===== src/rtl/alu_mc.sv =====
// alu_mc: registered WIDTH-bit execute-stage ALU with valid/ready handshakes.
// Single-cycle ops (logic, add/sub, compares, barrel shifts) return their
// result one cycle after acceptance. MULT/MULTU run an iterative shift-add
// multiplier and update the HI/LO product registers on completion.
module alu_mc #(
    parameter int WIDTH = 32,
    parameter int SHW   = $clog2(WIDTH)
) (
    input  logic             clk,
    input  logic             rst_n,
    input  logic             in_valid,
    output logic             in_ready,
    input  logic [WIDTH-1:0] A,
    input  logic [WIDTH-1:0] B,
    input  logic [3:0]       Ctrl,
    output logic             out_valid,
    input  logic             out_ready,
    output logic [WIDTH-1:0] Result,
    output logic             Carryout,
    output logic             Overflow,
    output logic             Zero,
    output logic [WIDTH-1:0] Hi,
    output logic [WIDTH-1:0] Lo
);

    localparam int MSB = WIDTH - 1;

    localparam logic [3:0] OP_AND   = 4'd0;
    localparam logic [3:0] OP_OR    = 4'd1;
    localparam logic [3:0] OP_ADD   = 4'd2;
    localparam logic [3:0] OP_XOR   = 4'd3;
    localparam logic [3:0] OP_SLL   = 4'd4;
    localparam logic [3:0] OP_SRL   = 4'd5;
    localparam logic [3:0] OP_SRA   = 4'd6;
    localparam logic [3:0] OP_SUB   = 4'd10;
    localparam logic [3:0] OP_SLT   = 4'd11;
    localparam logic [3:0] OP_SLTU  = 4'd12;
    localparam logic [3:0] OP_MULT  = 4'd13;
    localparam logic [3:0] OP_MULTU = 4'd14;

    typedef enum logic [1:0] {
        IDLE,
        MUL,
        DONE
    } state_t;

    state_t state_q, state_d;

    logic                 accept;
    logic                 is_mul;
    logic                 signed_op;

    logic [WIDTH:0]       add_full;
    logic [WIDTH:0]       sub_full;
    logic                 add_ovf;
    logic                 sub_ovf;
    logic [SHW-1:0]       shamt;

    logic [WIDTH-1:0]     alu_res;
    logic                 alu_c;
    logic                 alu_o;

    logic [WIDTH-1:0]     a_mag;
    logic [WIDTH-1:0]     b_mag;
    logic [WIDTH-1:0]     mcand_q;
    logic [2*WIDTH-1:0]   prod_q;
    logic                 neg_q;
    logic [SHW-1:0]       count_q;
    logic [WIDTH:0]       step_sum;
    logic [2*WIDTH-1:0]   final_prod;

    assign is_mul    = (Ctrl == OP_MULT) || (Ctrl == OP_MULTU);
    assign signed_op = (Ctrl == OP_MULT);
    assign shamt     = B[SHW-1:0];

    // Both sums carry one extra bit so the MSB carry-out is directly visible.
    assign add_full = {1'b0, A} + {1'b0, B};
    assign sub_full = {1'b0, A} + {1'b0, ~B} + {{WIDTH{1'b0}}, 1'b1};
    assign add_ovf  = (A[MSB] == B[MSB]) && (add_full[MSB] != A[MSB]);
    assign sub_ovf  = (A[MSB] != B[MSB]) && (sub_full[MSB] != A[MSB]);

    // Signed multiply works on magnitudes; the sign is restored at DONE.
    assign a_mag = (signed_op && A[MSB]) ? -A : A;
    assign b_mag = (signed_op && B[MSB]) ? -B : B;

    // One shift-add step: add the multiplicand into the upper half when the
    // current multiplier bit (LSB of the product register) is set.
    assign step_sum   = {1'b0, prod_q[2*WIDTH-1:WIDTH]} + (prod_q[0] ? {1'b0, mcand_q} : '0);
    assign final_prod = neg_q ? -prod_q : prod_q;

    assign Zero = (Result == '0);

    // Single-cycle ALU function and flags for the offered operation.
    always_comb begin
        // NOTE: every output of a combinational block gets a default first so
        // no path through the case statement can infer a latch.
        alu_res = '0;
        alu_c   = 1'b0;
        alu_o   = 1'b0;
        case (Ctrl)
            OP_AND:  alu_res = A & B;
            OP_OR:   alu_res = A | B;
            OP_XOR:  alu_res = A ^ B;
            OP_ADD: begin
                alu_res = add_full[MSB:0];
                alu_c   = add_full[WIDTH];
                alu_o   = add_ovf;
            end
            OP_SUB: begin
                alu_res = sub_full[MSB:0];
                alu_c   = sub_full[WIDTH];
                alu_o   = sub_ovf;
            end
            OP_SLT: begin
                alu_res = {{(WIDTH-1){1'b0}}, sub_full[MSB] ^ sub_ovf};
                alu_c   = sub_full[WIDTH];
                alu_o   = sub_ovf;
            end
            OP_SLTU: begin
                alu_res = {{(WIDTH-1){1'b0}}, ~sub_full[WIDTH]};
                alu_c   = sub_full[WIDTH];
            end
            OP_SLL:  alu_res = A << shamt;
            OP_SRL:  alu_res = A >> shamt;
            OP_SRA:  alu_res = $signed(A) >>> shamt;
            default: alu_res = '0;
        endcase
    end

    // FSM state register.
    always_ff @(posedge clk or negedge rst_n) begin
        // NOTE: clocked state uses non-blocking assignments so every register
        // samples pre-edge values regardless of block evaluation order.
        if (!rst_n) state_q <= IDLE;
        else        state_q <= state_d;
    end

    // Next state, input handshake and acceptance.
    always_comb begin
        state_d  = state_q;
        in_ready = 1'b0;
        accept   = 1'b0;
        case (state_q)
            IDLE: begin
                in_ready = !out_valid || out_ready;
                accept   = in_valid && in_ready;
                if (accept && is_mul) state_d = MUL;
            end
            MUL: begin
                if (count_q == SHW'(WIDTH - 1)) state_d = DONE;
            end
            DONE:    state_d = IDLE;
            default: state_d = IDLE;
        endcase
    end

    // Multiplier datapath: operand latch on accept, one step per MUL cycle.
    always_ff @(posedge clk or negedge rst_n) begin
        if (!rst_n) begin
            mcand_q <= '0;
            prod_q  <= '0;
            neg_q   <= 1'b0;
            count_q <= '0;
        end else if (accept && is_mul) begin
            mcand_q <= a_mag;
            prod_q  <= {{WIDTH{1'b0}}, b_mag};
            neg_q   <= signed_op && (A[MSB] ^ B[MSB]);
            count_q <= '0;
        end else if (state_q == MUL) begin
            prod_q  <= {step_sum, prod_q[WIDTH-1:1]};
            count_q <= count_q + SHW'(1);
        end
    end

    // Output registers: result/flags, HI/LO and output-side handshake.
    always_ff @(posedge clk or negedge rst_n) begin
        if (!rst_n) begin
            out_valid <= 1'b0;
            Result    <= '0;
            Carryout  <= 1'b0;
            Overflow  <= 1'b0;
            Hi        <= '0;
            Lo        <= '0;
        end else if (accept && !is_mul) begin
            out_valid <= 1'b1;
            Result    <= alu_res;
            Carryout  <= alu_c;
            Overflow  <= alu_o;
        end else if (state_q == DONE) begin
            out_valid <= 1'b1;
            Result    <= final_prod[WIDTH-1:0];
            Carryout  <= 1'b0;
            Overflow  <= 1'b0;
            Hi        <= final_prod[2*WIDTH-1:WIDTH];
            Lo        <= final_prod[WIDTH-1:0];
        end else if (out_ready) begin
            out_valid <= 1'b0;
        end
    end

endmodule


===== config.mk =====
export PLATFORM = sky130hd
export DESIGN_NAME = alu_mc
export DESIGN_NICKNAME = d
export VERILOG_FILES = /design/src/rtl/alu_mc.sv
export SDC_FILE = /design/constraint.sdc
export NUM_CORES = 1
export LEC_CHECK = 0
export CORE_ASPECT_RATIO = 1.2
export CORE_MARGIN = 2
export CORE_UTILIZATION = 30
export DETAILED_ROUTE_END_ITERATION = 16
export PLACE_DENSITY = 0.51
export REMOVE_ABC_BUFFERS = 1
export SYNTH_ARGS = -nofsm -noshare
export SYNTH_HDL_FRONTEND = slang
export SYNTH_SLANG_ARGS = --single-unit

===== constraint.sdc =====
create_clock -name clk -period 3.25 [get_ports clk]
set_clock_uncertainty 0.2 [all_clocks]
set_input_delay 0.325 -clock clk [delete_from_list [all_inputs] [get_ports clk]]
set_output_delay 0.325 -clock clk [all_outputs]
set_load 0.1 [all_outputs]

# Yosys cells after proc, flatten, opt, wreduce, memory -nomap -nowiden
# Cells that the tools add are included.
# word_totals
ff_bits	203
out_inout_bits	101
wordCells	97
# op_classes
add_sub_neg	8
n_eq_ne	20
shifts	3
mux	24
n_bitwise	8
n_reduce_logical	23
# op_table
operator	n
32-bit case mux with 10 select lines	1
64-bit two-way mux	3
32-bit two-way mux	5
32-bit by 32-bit adder with 33-bit output	3
32-bit negation	2
64-bit negation	1
33-bit by 1-bit adder with 33-bit output, second input constant	1
32-bit bitwise AND	1
32-bit logical NOT	1
32-bit NOT	1
32-bit bitwise OR	1
32-bit by 5-bit << shifter with 32-bit output	1
32-bit by 5-bit right shift with 32-bit output	1
32-bit by 5-bit >>> shifter with 32-bit output	1
32-bit bitwise XOR	1
4-bit == test, second input constant	5
4-bit by 3-bit == test with 1-bit output, second input constant	3
5-bit two-way mux	2
1-bit logical AND	9
4-bit by 2-bit == test with 1-bit output, second input constant	2
1-bit two-way mux	8
5-bit by 1-bit adder with 5-bit output, second input constant	1
5-bit == test, second input constant	1
4-bit by 1-bit == test with 1-bit output, second input constant	1
other kinds (19)	30

# Depth between registers and ports, before layout
# depth
depth_word	8
mapped_depth	21
mapped_depth_nobuf	17

# Least setup slack after synthesis
# Ideal clock, no wire load.
# synth_timing
kind	input -> register
from	input B[1]
to	register Overflow
setup_ns	0.134
arrival_time_ns	4.636
t_required_ns	2.916
path_slack_ns	-1.720
stages	20
cell_sequence	buf_2 inv_2 buf_1 buf_1 clkbuf_1 ha_1 nor3_1 o31ai_1 nand3_1 a2111oi_0 nor2_1 a31oi_1 o31ai_1 a21oi_1 o21ai_0 fa_1 xor2_1 and3_1 a32oi_1 o41ai_1
# synth_via
elab_chain_len	7
# synth_lines
item	line	rtl
from (decl)	14	input logic [WIDTH-1:0] B,
32-bit NOT	78	assign sub_full = {1'b0, A} + {1'b0, ~B} + {{WIDTH{1'b0}}, 1'b1};
32-bit by 32-bit adder with 33-bit output	78	
33-bit by 1-bit adder with 33-bit output	78	
1-bit inequality test	80	assign sub_ovf = (A[MSB] != B[MSB]) && (sub_full[MSB] != A[MSB]);
1-bit logical AND	80	
1-bit case mux with 2 select lines *	100	case (Ctrl)
1-bit two-way mux *	184	end else if (accept && !is_mul) begin
to (signal assigned)	188	Overflow <= alu_o;
to (decl)	20	output logic Overflow,
# Every way passes the cells marked *; elsewhere a longest branch is shown, timed or not.
# A chain may end at the register's enable or synchronous reset.

# Worst setup path after layout
# layout_timing
from	register prod_q[0]
to	register prod_q[47]
# layout_via
elab_chain_len	4
# layout_lines
item	line	rtl
from (decl)	66	logic [2*WIDTH-1:0] prod_q;
from (signal assigned)	166	prod_q <= {{WIDTH{1'b0}}, b_mag};
from (signal assigned)	170	prod_q <= {step_sum, prod_q[WIDTH-1:1]};
32-bit two-way mux	88	assign step_sum = {1'b0, prod_q[2*WIDTH-1:WIDTH]} + (prod_q[0] ? {1'b0, mcand_q} : '0);
32-bit by 32-bit adder with 33-bit output	88	
64-bit two-way mux	169	end else if (state_q == MUL) begin
64-bit two-way mux	164	end else if (accept && is_mul) begin
# Every way passes these cells. The select of a mux whose other input is x is not followed.

==> reports/summary.md <==
The cell at the root of the clock tree was sky130_fd_sc_hd__clkbuf_16. For this run the aggregate overflow at the end of global routing stands at 0. Setup repair after global routing could not meet its margin everywhere. The number of cells traversed by the worst register-to-register path is 16. The die width was 246 µm; the residual antenna-violating net count after detailed routing was 0. After synthesis, the largest family of logic cells by area is compound AO/OA/AOI/OAI gates.

The count of cells in the finished layout, fillers not included, comes to 4443. For the number of global-route vias before repair, the log shows 24465. The initial core utilization came out at 30.3%.

The cell repeated most along the worst path was sky130_fd_sc_hd__a21oi_2. Timing would allow up to 297 MHz. The critical path's slowest cell was sky130_fd_sc_hd__a311o_2.

After clock tree synthesis, the clock-pin slew on the worst setup and hold paths is 60 ps. Traced cell by cell, the critical path runs through buf_12, buf_8, and2_4, ha_4, inv_2, fa_2, nor2b_2, o21ai_2, a21oi_2, o211a_1, a311o_2, buf_4, a31o_4, a21oi_2, xor2_1, o21ai_1. The number of placed instances, taps included, is 4349.

The final core utilization was 45.6%; the insertion delay of the later-clocked pin in the worst-skew pair was 600 ps. In this run the power density over the cells is 603 mW/mm². The tools report the maximum number of pins on one net before global-route repair as 97. The minimum clock period after layout is 3360 ps, and the multiplexer area fraction after synthesis is 7.43%.

The post-route netlist has 36.2% of its cells at a drive strength greater than 1. For the final layout net count, the log shows 3720. For this run, the register share of the synthesized area comes to 24.1%. After detailed routing, the number of remaining DRC violations is 0.

The total standard cell area after synthesis is 0.0211 mm². Adding up every negative setup slack in the final design gives -1110 ps. The flow ran to the end, but the final reports show violations. The setup check on the worst reg-to-reg path leaves a slack of -110 ps. In this run, distinct cell masters in the synthesized netlist total 90. The transition time of the tightest slew-check pin works out to 782 ps. At the end of routability-driven placement, the weighted congestion stood at 1.01.

Along the worst hold path, the cell count comes to 5. The floorplan has 106 rows. In this run the count of I/O pins placed on the die edge is 173. The maximum fanout along the worst path is 6. The floorplan step defined a core boundary enclosing 0.0696 mm².

The H-tree level count is 1, and the total CTS buffers is 26. The type of the worst min-delay path was in -> reg. The count of flip-flops with a built-in enable after synthesis came out at 0. The logs give 14.3 nW for the reported leakage power and 30.0% for the overall routing resource usage.

The async set or reset register ratio after synthesis came out at 100%. The complex-gate fraction of the synthesized area works out to 27.9%. Critical path class: reg -> reg.

In the synthesized netlist the dominant register cell turns out to be sky130_fd_sc_hd__dfrtp_1. Port buffering added 172 buffers. The tools report the number of violations reported at the end of detailed-routing iteration 0 as 1948. Overall power consumption after layout is estimated at 0.0192 W. The number of synthesized register bits works out to 203.

The critical path data required time was 3530 ps; the maximum ir drop on the vdd rail was 603 µV. For this run, the number of Yosys warnings is 0. TritonCTS built the clock tree. The pre-antenna-repair detailed-routing pass consisted of 5 iterations. The vias after detailed routing was 24753.

Summing the areas of all xor and xnor instances in the mapped netlist gives 6.40% of the synthesized area. The adder-cell area share of the yosys netlist was 8.74%; the synthesized-area fraction occupied by and/or/nand/nor cells was 19.7%. The clock net in this run drives a total of 203 sinks. Measured against its own limit, the worst slew margin works out to 47.9%. The first global-routing pass estimated 162000 µm of wire.

The wire length after detailed routing was 112000 µm. In this run the critical register-to-register path is captured at prod_q[47]. The worst setup path is captured at a flip-flop.

Counting every instance in the synthesized netlist gives 2708. After detailed routing, the number of vias per cell comes to 5.57. The startpoint of the worst-slack reg-to-reg timing path is prod_q[0]. The max-slew violation count was 0; the share of the clock period used by the worst path after layout was 103%. The hold path startpoint is B[8]. The synthesized area per cell works out to 7.79 µm². For hold timing, the worst endpoint is prod_q[8]. The count of final hold-check violations is 0, and the layout overhead on the synthesized area is 50.7%. The number of antenna violations at the first check in global routing was 6; the die outline area was 0.0724 mm².

In the final routed layout, each cell accounts on average for 25.2 µm. The setup violation total in the final timing report was 23; the final worst-path setup slack was -113 ps. On the worst path, the slowest cell contributes a delay of 450 ps.

The checks that failed: negative setup slack. The tool flagged a number of max-cap violations equal to 0. In this run the deepest clock path goes through 3 buffers. STA classifies the critical path startpoint as a flip-flop. The die span in y works out to 294 µm. The data arrival time of the worst path came out at 3640 ps.

The HPWL after detailed placement is 88600 µm.
critical path, delay by kind of cell, from the launching register on:
family	cells	cell delay (ps)
adders and majority gates	2	380
DFF	1	410
buffers and inverters	4	520
and+or+nand+nor	2	190
AOI/OAI and AO/OA	7	1380
xor gates and xnor gates	1	150
placed cells by master (no fill, tap or decap), types with 36 or more instances in the layout:
cell | netlist | layout
sky130_fd_sc_hd__a21o_1 | 36 | 36
sky130_fd_sc_hd__a21oi_1 | 170 | 155
sky130_fd_sc_hd__a31oi_1 | 40 | 38
sky130_fd_sc_hd__and2_1 | 44 | 40
sky130_fd_sc_hd__buf_4 | 3 | 843
sky130_fd_sc_hd__dfrtp_1 | 203 | 202
sky130_fd_sc_hd__ha_1 | 141 | 105
sky130_fd_sc_hd__inv_1 | 106 | 71
sky130_fd_sc_hd__inv_2 | 3 | 36
sky130_fd_sc_hd__mux2i_1 | 61 | 61
sky130_fd_sc_hd__nand2_1 | 309 | 297
sky130_fd_sc_hd__nand3_1 | 74 | 68
sky130_fd_sc_hd__nor2_1 | 209 | 202
sky130_fd_sc_hd__nor3_1 | 48 | 40
sky130_fd_sc_hd__o211ai_1 | 43 | 43
sky130_fd_sc_hd__o21ai_0 | 253 | 225
sky130_fd_sc_hd__xnor2_1 | 91 | 85
sky130_fd_sc_hd__xor2_1 | 63 | 61
flip-flops by register name, indices dropped and copies added (netlist names), 2 cells and up:
signal   cells
state_q      2
Hi          32
Lo          32
count_q      5
mcand_q     32
Result      32
prod_q      64
area by class of cell:
class | instances | area [µm²]
fill | 7063 | 37900
multi-input combinational | 2192 | 16400
timing repair buffer | 970 | 7890
sequential | 203 | 5080
tap | 918 | 1150
clock buffer | 38 | 746
inverter | 110 | 418
clock inverter | 10 | 138
antenna | 2 | 5.00
power by group:
part / internal [W] / switching [W] / total [W]
combinational: 0.00450 / 0.00742 / 0.0119
clock: 0.00176 / 0.00129 / 0.00306
sequential: 0.00338 / 0.000806 / 0.00419
total: 0.00964 / 0.00952 / 0.0192
synthesized netlist by cell type (all sizes together) (36+ instances only):
master  number  area share, %
dfrtp      203             24
o31ai       46            1.7
o211ai      43            1.5
buf         38           0.87
a31oi       40            1.2
nand3       75            1.8
inv        109            1.9
and2        46            1.4
xnor2       91            3.8
a21oi      170            4.0
nand2      310            5.5
clkbuf     165            2.9
o21ai      265            6.3
mux2i       61            2.9
xor2        63            2.6
a21o        36            1.3
ha         141            8.4
nor2       210            3.8
nor3        48            1.1
per-stage QoR:
stage / hold WS, ps / area [µm²] / setup WS, ps
global placement: 158 / 28900 / -1730
global route: 67.5 / 31800 / -217
finish: 33.2 / 31800 / -113
CTS: 9.53 / 31000 / -120
floorplan: -171 / 20300 / -2060
detailed placement: 176 / 28900 / -1790
how the worst max path moves through the flow:
stage,from,endpoint,cells after the start
5_1_grt,prod_q[0],prod_q[57],15
3_5_place_dp,A[6],Overflow,20
3_3_place_gp,A[6],Overflow,20
2_1_floorplan,out_valid,prod_q[0],4
4_1_cts,prod_q[0],prod_q[57],15
6_report,prod_q[0],prod_q[47],16
metal layers:
layer	global-route usage, %	vias up	routed length (µm)
met5	0	-	15
met4	10.4	2	4500
met3	3.21	170	6450
met2	49.0	811	51400
met1	40.9	12257	49500
li1	-	11513	-
kinds of logic after synthesis:
group / after synthesis
AND/OR/NAND/NOR: 877
multiplexers: 114
AO/OA/AOI/OAI: 902
flip-flops: 203
adder cells (fa/ha/maj): 145
XOR/XNOR: 154
buffers and inverters: 313
timing repair:
action / 4_1_cts / 5_1_grt
hold buffers: 2 / 0
pin swaps: 74 / 65
hold endpoints to repair: 70 / 0
setup endpoints to repair: 61 / 61
setup buffers: 33 / 14
cloned: 0 / 1
resized for setup: 326 / 131
No activity file was read; power rests on OpenSTA's default activity.
